$ cat config.mk
export PLATFORM = sky130hd
export DESIGN_NAME = fpu_mac_avalon_master_flat
export DESIGN_NICKNAME = d
export VERILOG_FILES = /design/src/rtl/fpu_mac_avalon_master_if.sv /design/src/rtl/fpu_mac_avalon_master.sv /design/src/flat_wrapper.sv
export SDC_FILE = /design/constraint.sdc
export NUM_CORES = 1
export LEC_CHECK = 0
export ABC_AREA = 1
export CAP_MARGIN = 20
export CORE_MARGIN = 5
export CORE_UTILIZATION = 47
export DETAILED_ROUTE_END_ITERATION = 6
export GPL_ROUTABILITY_DRIVEN = 0
export HOLD_SLACK_MARGIN = 0.03
export PLACE_DENSITY = 0.9
export SLEW_MARGIN = 20
export SYNTH_ARGS = -nofsm -noshare
export SYNTH_HDL_FRONTEND = slang
export SYNTH_SLANG_ARGS = --single-unit
$ cat constraint.sdc
create_clock -name clk -period 4.25 [get_ports clk]
set_input_delay 0.85 -clock clk [delete_from_list [all_inputs] [get_ports clk]]
set_output_delay 0.85 -clock clk [all_outputs]
set_load 0.01 [all_outputs]
$ cat src/rtl/fpu_mac_avalon_master_if.sv
// Bundle of the host-side job, operand and result ports plus the Avalon-MM
// master port of fpu_mac_avalon_master. clk/reset stay outside the interface.
interface fpu_mac_avalon_master_if #(
    parameter int CNT_W = 16
);
    logic             start;
    logic             busy;
    logic             op_valid;
    logic             op_ready;
    logic             op_last;
    logic [31:0]      op_a0;
    logic [31:0]      op_b0;
    logic [31:0]      op_a1;
    logic [31:0]      op_b1;
    logic [2:0]       avm_address;
    logic [63:0]      avm_writedata;
    logic [7:0]       avm_byteenable;
    logic             avm_write;
    logic             avm_read;
    logic [63:0]      avm_readdata;
    logic             avm_waitrequest;
    logic             result_valid;
    logic             result_ready;
    logic [31:0]      result_data;
    logic [CNT_W-1:0] set_count;
    logic             error;

    modport master (
        input  start, op_valid, op_last, op_a0, op_b0, op_a1, op_b1,
        input  avm_readdata, avm_waitrequest, result_ready,
        output busy, op_ready, avm_address, avm_writedata, avm_byteenable,
        output avm_write, avm_read, result_valid, result_data, set_count, error
    );

    modport slave (
        output start, op_valid, op_last, op_a0, op_b0, op_a1, op_b1,
        output avm_readdata, avm_waitrequest, result_ready,
        input  busy, op_ready, avm_address, avm_writedata, avm_byteenable,
        input  avm_write, avm_read, result_valid, result_data, set_count, error
    );
endinterface

$ cat src/rtl/fpu_mac_avalon_master.sv
// Avalon-MM master feeding operand sets into the two-lane FPU MAC slave and
// returning the accumulated result. Optional macro TIMEOUT_EN adds a waitrequest timeout.
module fpu_mac_avalon_master #(
    parameter int DRAIN_CYCLES   = 64,
    parameter int TIMEOUT_CYCLES = 1024,
    parameter int CNT_W          = 16
) (
    input logic                   clk,
    input logic                   reset,
    fpu_mac_avalon_master_if.master bus
);
    localparam int DRN_W = $clog2(DRAIN_CYCLES + 1);

    localparam logic [3:0] S_IDLE  = 4'd0;
    localparam logic [3:0] S_CLEAR = 4'd1;
    localparam logic [3:0] S_GET   = 4'd2;
    localparam logic [3:0] S_WA0   = 4'd3;
    localparam logic [3:0] S_WA1   = 4'd4;
    localparam logic [3:0] S_WB0   = 4'd5;
    localparam logic [3:0] S_WB1   = 4'd6;
    localparam logic [3:0] S_DRAIN = 4'd7;
    localparam logic [3:0] S_RD    = 4'd8;
    localparam logic [3:0] S_RESP  = 4'd9;

    if (DRAIN_CYCLES < 1 || TIMEOUT_CYCLES < 1) begin : g_bad_param
        $error("DRAIN_CYCLES and TIMEOUT_CYCLES must be at least 1");
    end

    logic [3:0]       state_q, state_d;
    logic [31:0]      a0_q, a0_d, a1_q, a1_d, b0_q, b0_d, b1_q, b1_d;
    logic             last_q, last_d;
    logic [CNT_W-1:0] set_cnt_q, set_cnt_d;
    logic [DRN_W-1:0] drn_q, drn_d;
    logic             rvalid_q, rvalid_d;
    logic [31:0]      rdata_q, rdata_d;

    logic [2:0]  addr;
    logic [63:0] wdata;
    logic [7:0]  be;
    logic        wr, rd, xfer_done;

    logic unused_rdata_hi;
    assign unused_rdata_hi = ^bus.avm_readdata[63:32];

    // Bus request is a pure function of the registered state, so it holds through stalls.
    always_comb begin
        addr  = 3'd0;
        wdata = 64'h0;
        be    = 8'h00;
        wr    = 1'b0;
        rd    = 1'b0;
        case (state_q)
            S_CLEAR: begin wr = 1'b1; addr = 3'd2; wdata = 64'h1;          be = 8'hFF; end
            S_WA0:   begin wr = 1'b1; addr = 3'd0; wdata = {32'h0, a0_q};  be = 8'h0F; end
            S_WA1:   begin wr = 1'b1; addr = 3'd0; wdata = {a1_q, 32'h0};  be = 8'hF0; end
            S_WB0:   begin wr = 1'b1; addr = 3'd1; wdata = {32'h0, b0_q};  be = 8'h0F; end
            S_WB1:   begin wr = 1'b1; addr = 3'd1; wdata = {b1_q, 32'h0};  be = 8'hF0; end
            S_RD:    begin rd = 1'b1; addr = 3'd0;                         be = 8'hFF; end
            default: ;
        endcase
    end

    assign xfer_done = (wr || rd) && !bus.avm_waitrequest;

`ifdef TIMEOUT_EN
    localparam int TO_W = $clog2(TIMEOUT_CYCLES + 1);
    logic [TO_W-1:0] to_cnt_q, to_cnt_d;
    logic            err_q, err_d;
`endif

    always_comb begin
        state_d   = state_q;
        a0_d      = a0_q;
        a1_d      = a1_q;
        b0_d      = b0_q;
        b1_d      = b1_q;
        last_d    = last_q;
        set_cnt_d = set_cnt_q;
        drn_d     = drn_q;
        rvalid_d  = rvalid_q;
        rdata_d   = rdata_q;
        case (state_q)
            S_IDLE: begin
                if (bus.start) begin
                    state_d   = S_CLEAR;
                    set_cnt_d = '0;
                end
            end
            S_CLEAR: if (xfer_done) state_d = S_GET;
            S_GET: begin
                if (bus.op_valid) begin
                    a0_d    = bus.op_a0;
                    a1_d    = bus.op_a1;
                    b0_d    = bus.op_b0;
                    b1_d    = bus.op_b1;
                    last_d  = bus.op_last;
                    state_d = S_WA0;
                end
            end
            S_WA0: if (xfer_done) state_d = S_WA1;
            S_WA1: if (xfer_done) state_d = S_WB0;
            S_WB0: if (xfer_done) state_d = S_WB1;
            S_WB1: begin
                if (xfer_done) begin
                    if (set_cnt_q != {CNT_W{1'b1}}) set_cnt_d = set_cnt_q + CNT_W'(1);
                    if (last_q) begin
                        state_d = S_DRAIN;
                        drn_d   = DRN_W'(DRAIN_CYCLES - 1);
                    end else begin
                        state_d = S_GET;
                    end
                end
            end
            S_DRAIN: begin
                if (drn_q == '0) state_d = S_RD;
                else             drn_d   = drn_q - DRN_W'(1);
            end
            S_RD: begin
                if (xfer_done) begin
                    rdata_d  = bus.avm_readdata[31:0];
                    rvalid_d = 1'b1;
                    state_d  = S_RESP;
                end
            end
            S_RESP: begin
                if (bus.result_ready) begin
                    rvalid_d = 1'b0;
                    state_d  = S_IDLE;
                end
            end
            default: state_d = S_IDLE;
        endcase
`ifdef TIMEOUT_EN
        to_cnt_d = '0;
        err_d    = err_q;
        if (state_q == S_IDLE && bus.start) err_d = 1'b0;
        if ((wr || rd) && bus.avm_waitrequest) begin
            if (to_cnt_q == TO_W'(TIMEOUT_CYCLES - 1)) begin
                state_d  = S_RESP;
                rvalid_d = 1'b1;
                rdata_d  = 32'hFFFF_FFFF;
                err_d    = 1'b1;
            end else begin
                to_cnt_d = to_cnt_q + TO_W'(1);
            end
        end
`endif
    end

    always_ff @(posedge clk) begin
        if (reset) begin
            state_q   <= S_IDLE;
            a0_q      <= 32'h0;
            a1_q      <= 32'h0;
            b0_q      <= 32'h0;
            b1_q      <= 32'h0;
            last_q    <= 1'b0;
            set_cnt_q <= '0;
            drn_q     <= '0;
            rvalid_q  <= 1'b0;
            rdata_q   <= 32'h0;
        end else begin
            state_q   <= state_d;
            a0_q      <= a0_d;
            a1_q      <= a1_d;
            b0_q      <= b0_d;
            b1_q      <= b1_d;
            last_q    <= last_d;
            set_cnt_q <= set_cnt_d;
            drn_q     <= drn_d;
            rvalid_q  <= rvalid_d;
            rdata_q   <= rdata_d;
        end
    end

`ifdef TIMEOUT_EN
    always_ff @(posedge clk) begin
        if (reset) begin
            to_cnt_q <= '0;
            err_q    <= 1'b0;
        end else begin
            to_cnt_q <= to_cnt_d;
            err_q    <= err_d;
        end
    end
    assign bus.error = err_q;
`else
    assign bus.error = 1'b0;
`endif

    assign bus.busy           = (state_q != S_IDLE);
    assign bus.op_ready       = (state_q == S_GET);
    assign bus.avm_address    = addr;
    assign bus.avm_writedata  = wdata;
    assign bus.avm_byteenable = be;
    assign bus.avm_write      = wr;
    assign bus.avm_read       = rd;
    assign bus.result_valid   = rvalid_q;
    assign bus.result_data    = rdata_q;
    assign bus.set_count      = set_cnt_q;
endmodule

$ cat src/flat_wrapper.sv
// flat-port wrapper written by rule: the top's interface ports become plain ports
module fpu_mac_avalon_master_flat 
#(
    parameter int DRAIN_CYCLES   = 64,
    parameter int TIMEOUT_CYCLES = 1024,
    parameter int CNT_W          = 16
)
  (clk, reset, bus_start, bus_op_valid, bus_op_last, bus_op_a0, bus_op_b0, bus_op_a1, bus_op_b1, bus_avm_readdata, bus_avm_waitrequest, bus_result_ready, bus_busy, bus_op_ready, bus_avm_address, bus_avm_writedata, bus_avm_byteenable, bus_avm_write, bus_avm_read, bus_result_valid, bus_result_data, bus_set_count, bus_error);
  fpu_mac_avalon_master_if #(.CNT_W(CNT_W)) bus_i ();
  input logic clk;
  input logic reset;
  input wire logic [$bits(bus_i.start)-1:0] bus_start;
  input wire logic [$bits(bus_i.op_valid)-1:0] bus_op_valid;
  input wire logic [$bits(bus_i.op_last)-1:0] bus_op_last;
  input wire logic [$bits(bus_i.op_a0)-1:0] bus_op_a0;
  input wire logic [$bits(bus_i.op_b0)-1:0] bus_op_b0;
  input wire logic [$bits(bus_i.op_a1)-1:0] bus_op_a1;
  input wire logic [$bits(bus_i.op_b1)-1:0] bus_op_b1;
  input wire logic [$bits(bus_i.avm_readdata)-1:0] bus_avm_readdata;
  input wire logic [$bits(bus_i.avm_waitrequest)-1:0] bus_avm_waitrequest;
  input wire logic [$bits(bus_i.result_ready)-1:0] bus_result_ready;
  output wire logic [$bits(bus_i.busy)-1:0] bus_busy;
  output wire logic [$bits(bus_i.op_ready)-1:0] bus_op_ready;
  output wire logic [$bits(bus_i.avm_address)-1:0] bus_avm_address;
  output wire logic [$bits(bus_i.avm_writedata)-1:0] bus_avm_writedata;
  output wire logic [$bits(bus_i.avm_byteenable)-1:0] bus_avm_byteenable;
  output wire logic [$bits(bus_i.avm_write)-1:0] bus_avm_write;
  output wire logic [$bits(bus_i.avm_read)-1:0] bus_avm_read;
  output wire logic [$bits(bus_i.result_valid)-1:0] bus_result_valid;
  output wire logic [$bits(bus_i.result_data)-1:0] bus_result_data;
  output wire logic [$bits(bus_i.set_count)-1:0] bus_set_count;
  output wire logic [$bits(bus_i.error)-1:0] bus_error;
  assign bus_i.start = bus_start;
  assign bus_i.op_valid = bus_op_valid;
  assign bus_i.op_last = bus_op_last;
  assign bus_i.op_a0 = bus_op_a0;
  assign bus_i.op_b0 = bus_op_b0;
  assign bus_i.op_a1 = bus_op_a1;
  assign bus_i.op_b1 = bus_op_b1;
  assign bus_i.avm_readdata = bus_avm_readdata;
  assign bus_i.avm_waitrequest = bus_avm_waitrequest;
  assign bus_i.result_ready = bus_result_ready;
  assign bus_busy = bus_i.busy;
  assign bus_op_ready = bus_i.op_ready;
  assign bus_avm_address = bus_i.avm_address;
  assign bus_avm_writedata = bus_i.avm_writedata;
  assign bus_avm_byteenable = bus_i.avm_byteenable;
  assign bus_avm_write = bus_i.avm_write;
  assign bus_avm_read = bus_i.avm_read;
  assign bus_result_valid = bus_i.result_valid;
  assign bus_result_data = bus_i.result_data;
  assign bus_set_count = bus_i.set_count;
  assign bus_error = bus_i.error;
  fpu_mac_avalon_master #(.DRAIN_CYCLES(DRAIN_CYCLES), .TIMEOUT_CYCLES(TIMEOUT_CYCLES), .CNT_W(CNT_W)) u_core (.clk(clk), .reset(reset), .bus(bus_i));
endmodule
Yosys cells after proc, flatten, opt, wreduce, memory -nomap -nowiden --
Cells that the tools add are included.
Word-level totals: word-level logic and storage cells 83, output and inout port bits 129, input bits 199, register bits after elaboration 189
Cells by class: eq/ne operators 23, $add $sub $neg 2, reduce and logical (&&, ||, !) cells 20, mux-type cells 28
Operators by type and width (count):
- 64-bit one-hot mux with 5 select lines | 1
- 16-bit two-way mux | 3
- 4-bit two-way mux | 10
- 4-bit one-hot mux with 10 select lines | 1
- 16-bit one-hot mux with 2 select lines | 1
- 8-bit one-hot mux with 3 select lines | 1
- 7-bit two-way mux | 3
- 2-bit by 1-bit != test with 1-bit output, second input constant | 9
- 16-bit by 1-bit adder with 16-bit output, second input constant | 1
- 4-bit by 3-bit == test with 1-bit output, second input constant | 4
- 16-bit != test, second input constant | 1
- 7-bit one-hot mux with 2 select lines | 1
- 10-bit AND reduction | 1
- 4-bit by 2-bit == test with 1-bit output, second input constant | 2
- 4-bit == test, second input constant | 2
- 2-bit != test, second input constant | 4
- 4-bit AND reduction | 2
- 2-bit OR reduction | 4
- 7-bit logical NOT | 1
- 7-bit by 1-bit subtractor with 7-bit output, second input constant | 1
- 2-bit nonzero test | 3
- 5-bit OR reduction | 1
- 4-bit by 1-bit == test with 1-bit output, second input constant | 1
- 4-bit logical NOT | 1
- other kinds (10) | 14

Depth between registers and ports, before layout --
depth in word-level cells 7, depth in mapped cells 10, mapped depth without buffers 10

Worst setup path before layout --
OpenSTA, ideal clock, no wires.
path type register -> output, from register u_core.state_q[2], to output bus_avm_writedata[42], path buffers 2, cell stages (with the launch flop) 7, required time 3400 ps, path slack 1956 ps, data arrival time 1444 ps, cells stage by stage dfxtp_1 inv_2 nor2_1 nand2_1 clkbuf_1 clkbuf_1 o22ai_1
On the way: cells in the longest elaborated chain, start to end 2, elaborated cells on any way between the ends 6, classes of those cells eq/ne (5); mux (1)
Ends and longest elaborated chain:
- start, declared | RTL line fpu_mac_avalon_master.sv:29 | logic [3:0] state_q, state_d;
- start signal, assigned | RTL line fpu_mac_avalon_master.sv:163 | state_q <= state_d;
- 4-bit by 3-bit == test with 1-bit output, or another cell as far along | RTL line fpu_mac_avalon_master.sv:52 | case (state_q)
- 64-bit one-hot mux with 5 select lines (*) | RTL line fpu_mac_avalon_master.sv:52
- end, declared | RTL line flat_wrapper.sv:25 | output wire logic [$bits(bus_i.avm_writedata)-1:0] bus_avm_writedata;
Every way passes the cells marked *; elsewhere a longest branch is shown, timed or not.

Worst setup path in the final report --
from register u_core.state_q[2], to output bus_avm_writedata[36]
The elaborated chain is that of the path after synthesis.

==> metrics <==
worst IR drop on VDD=0.264 mV; Post-DRT Antenna Nets=0; multiplexer share of the synthesized area=0%; Final min period=between 3 and 4 ns; Setup TNS=0 ns; worst endpoint required time=about 3.4 ns; row count=48; max incr delay on CP=about 0.6 ns; gr usage total=between 20 and 25%; dominant cell type by area after synthesis=dfxtp_1; Compound-Gate Fraction of Synth Area=between 20% and 30%; Critical Path End Type=output port; vias=8433; Mapped Cells=roughly 1100; Final nets=around 1600; Total Power=between 5 and 6 mW; GRT overflow=0; Die ar.=around 20000 µm²; Netlist cell types=38; die span in y=about 140 µm; CTS Sinks=189; Slew Limit Fails=0; antenna violations before repair=2; share of flip-flops with an asynchronous set or reset=0%; fmax=278 MHz; largest net degree at the start of global routing=approximately 150; Post-CTS Resized=0; Post-Synth Adder-Cell Area=less than 1%; Max Root-Sink Buffers=2; cell area after synthesis=around 8200 µm²; Final Core Density=just under 70%; sequential element share of the synthesized area=46.4%; most frequent cells after synthesis=dfxtp_1 (189), o21ai_0 (161), inv_1 (159), a21oi_1 (153), nor2_1 (118); postcts setup bufs=0; port bufs=293; Synth Area per Inst=roughly 7.3 µm²; number of vias per cell=approximately 5.3; Worst Tran Pin Value=1.00 ns; final setup violation count=0; R2R Path Start=u_core.state_q[1]$_SDFFE_PP0P_; first-pass GRT wire length=~39000 µm; warnings from Yosys=0; layout cells sized above 1=5.10%; FF-to-FF path depth=8; Hold Crit Class=reg -> reg; Iter 0 DRT Violations=503; slew margin rel.=33.0%; r2r setup slk=1.86 ns; Seq cells post-synth=roughly 190; leakage=4.21 nW; r2r endpoint=u_core.a1_q[8]$_SDFFE_PP0P_; Final Cycle Share=84.5%; crit path max fanout=36; top-count cell post-synth=dfxtp_1; CP Launch Type=flop; core footprint=~17000 µm²; Clk Latency, worst-skew pair=0.43 ns; Syn-to-layout area delta=44.2%; Final Cell Area=around 12000 µm²; Critical Path Start=u_core.state_q[2]$_SDFFE_PP0P_; DP HPWL=between 15000 and 20000 µm; Area contributors post-synth=dfxtp_1 (46%), o21ai_0 (9.9%), a21oi_1 (9.4%); xor/xnor share of the synthesized area=less than 1%; worst path bufs/invs=2; Worst path depth=5; Post-synth EDFFs=0; Cell Area, Placed=approximately 11000 µm²; clk slew on worst S/H paths=roughly 0.07 ns; top cell type's share of synthesized area=46.4%; main combinational cell family by area after synthesis=compound AO/OA/AOI/OAI gates; vias in the first global route=between 8000 and 9000; Critical Path AT=2.74 ns; drt total wl=approximately 25000 µm; Avg WL per Cell=~16 µm; Initial Util=47.5%; pwr dens=about 450 nW/µm²; status=complete, no violations; Fin. Hold Viols=0; CTS hold repair buffers=0; post-synthesis simple-gate area fraction=14.7%; filler instances=around 1400; Layout Skew=about 0.011 ns; maxcap violations=0; Most used DFF post-synth=dfxtp_1; CP endpoint=bus_avm_writedata[36]; worst-path cell chain=inv_2 > nor2_1 > nand2_2 > o22ai_1 > clkdlybuf4s50_1; CTS tree=yes; slowest stage cell, crit path=clkdlybuf4s50_1; Min Hold Slack=~0.45 ns; drt first pass iters=6; critical path's top delay family=simple AND/OR/NAND/NOR gates; H-tree levels=4; I/O pins=around 330; Setup CP Type=reg -> out; total CTS buffers=17; DRC violation count after routing=0; Die Width=between 100 and 150 µm; RSZ-0062 raised after global routing=false; Root Driver=clkbuf_16
worst min-delay path, cell delays in order, from the launching register on:
cell,delay [ns]
dfxtp_1,0.30
inv_1,0.06
a21oi_1,0.05
cells by family after synthesis:
| family | count (synthesis) |
|---|---|
| AOI/OAI and AO/OA | 396 |
| xor gates and xnor gates | 3 |
| adders and majority gates | 3 |
| buffers and inverters | 241 |
| DFF | 189 |
| other | 1 |
| and+or+nand+nor | 281 |
final cells by class:
type                            count  area [µm²]  share of cell area [%]
Antenna cell                        1        2.50                  0.0213
Clock buffer                       18         439                    3.74
Clock inverter                     14         171                    1.46
Inverter                          163         614                    5.23
Multi-Input combinational cell    685        3410                    29.0
Sequential cell                   189        3780                    32.2
Tap cell                          225         282                    2.39
Timing Repair Buffer              304        3050                    26.0
how the worst min path moves through the flow:
stage | startpoint | end | slack, ns | depth (start not counted)
CTS | u_core.a1_q[2]$_SDFFE_PP0P_ | u_core.a1_q[2]$_SDFFE_PP0P_ | 0.45 | 2
finish | u_core.a0_q[3]$_SDFFE_PP0P_ | u_core.a0_q[3]$_SDFFE_PP0P_ | 0.45 | 2
global placement | u_core.b0_q[13]$_SDFFE_PP0P_ | u_core.b0_q[13]$_SDFFE_PP0P_ | 0.44 | 2
detailed placement | u_core.a1_q[2]$_SDFFE_PP0P_ | u_core.a1_q[2]$_SDFFE_PP0P_ | 0.44 | 2
global route | u_core.a0_q[17]$_SDFFE_PP0P_ | u_core.a0_q[17]$_SDFFE_PP0P_ | 0.46 | 2
floorplan | u_core.a0_q[0]$_SDFFE_PP0P_ | u_core.a0_q[0]$_SDFFE_PP0P_ | 0.43 | 2
cell usage in the layout, fill, tap and decap left out, drive strengths merged, types with 2 or more instances in the layout:
cell and count:
a211oi 3, a21oi 157, buf 11, clkbuf 18
clkdlybuf4s50 293, clkinv 7, conb 2, dfxtp 189
ha 3, inv 169, nand2 110, nand3 31
nand4 10, nor2 124, nor3 5, o21ai 166
o21bai 5, o22ai 63, xnor2 2
metrics by stage:
step           worst slack (ns)  std cells
2_1_floorplan              1.96       1115
3_3_place_gp              0.970       1566
3_5_place_dp              0.999       1566
4_1_cts                   0.530       1598
5_1_grt                   0.436       1599
6_report                  0.658       1599
report_power, final:
group	switching [mW]	internal, mW
combinational	0.902	0.678
clock	0.765	0.861
sequential	0.103	2.03
total	1.77	3.57
routing by layer:
layer  GRT usage [%]  part of all wire, %  vias up
met5               0                0.044        -
met4            11.7                  3.8        2
met3            7.89                   10       80
met2            40.3                   48      368
met1            27.6                   39     3820
li1                -                    -     4163
sequential cells by signal, indices dropped and copies added (netlist names):
| name | flops |
|---|---|
| u_core.a0_q | 32 |
| u_core.a1_q | 32 |
| u_core.b0_q | 32 |
| u_core.b1_q | 32 |
| u_core.bus.result_data | 32 |
| u_core.bus.set_count | 16 |
| u_core.drn_q | 7 |
| u_core.state_q | 4 |
| u_core.bus.result_valid | 1 |
| u_core.last_q | 1 |
Power figures use the tool's default switching activity.
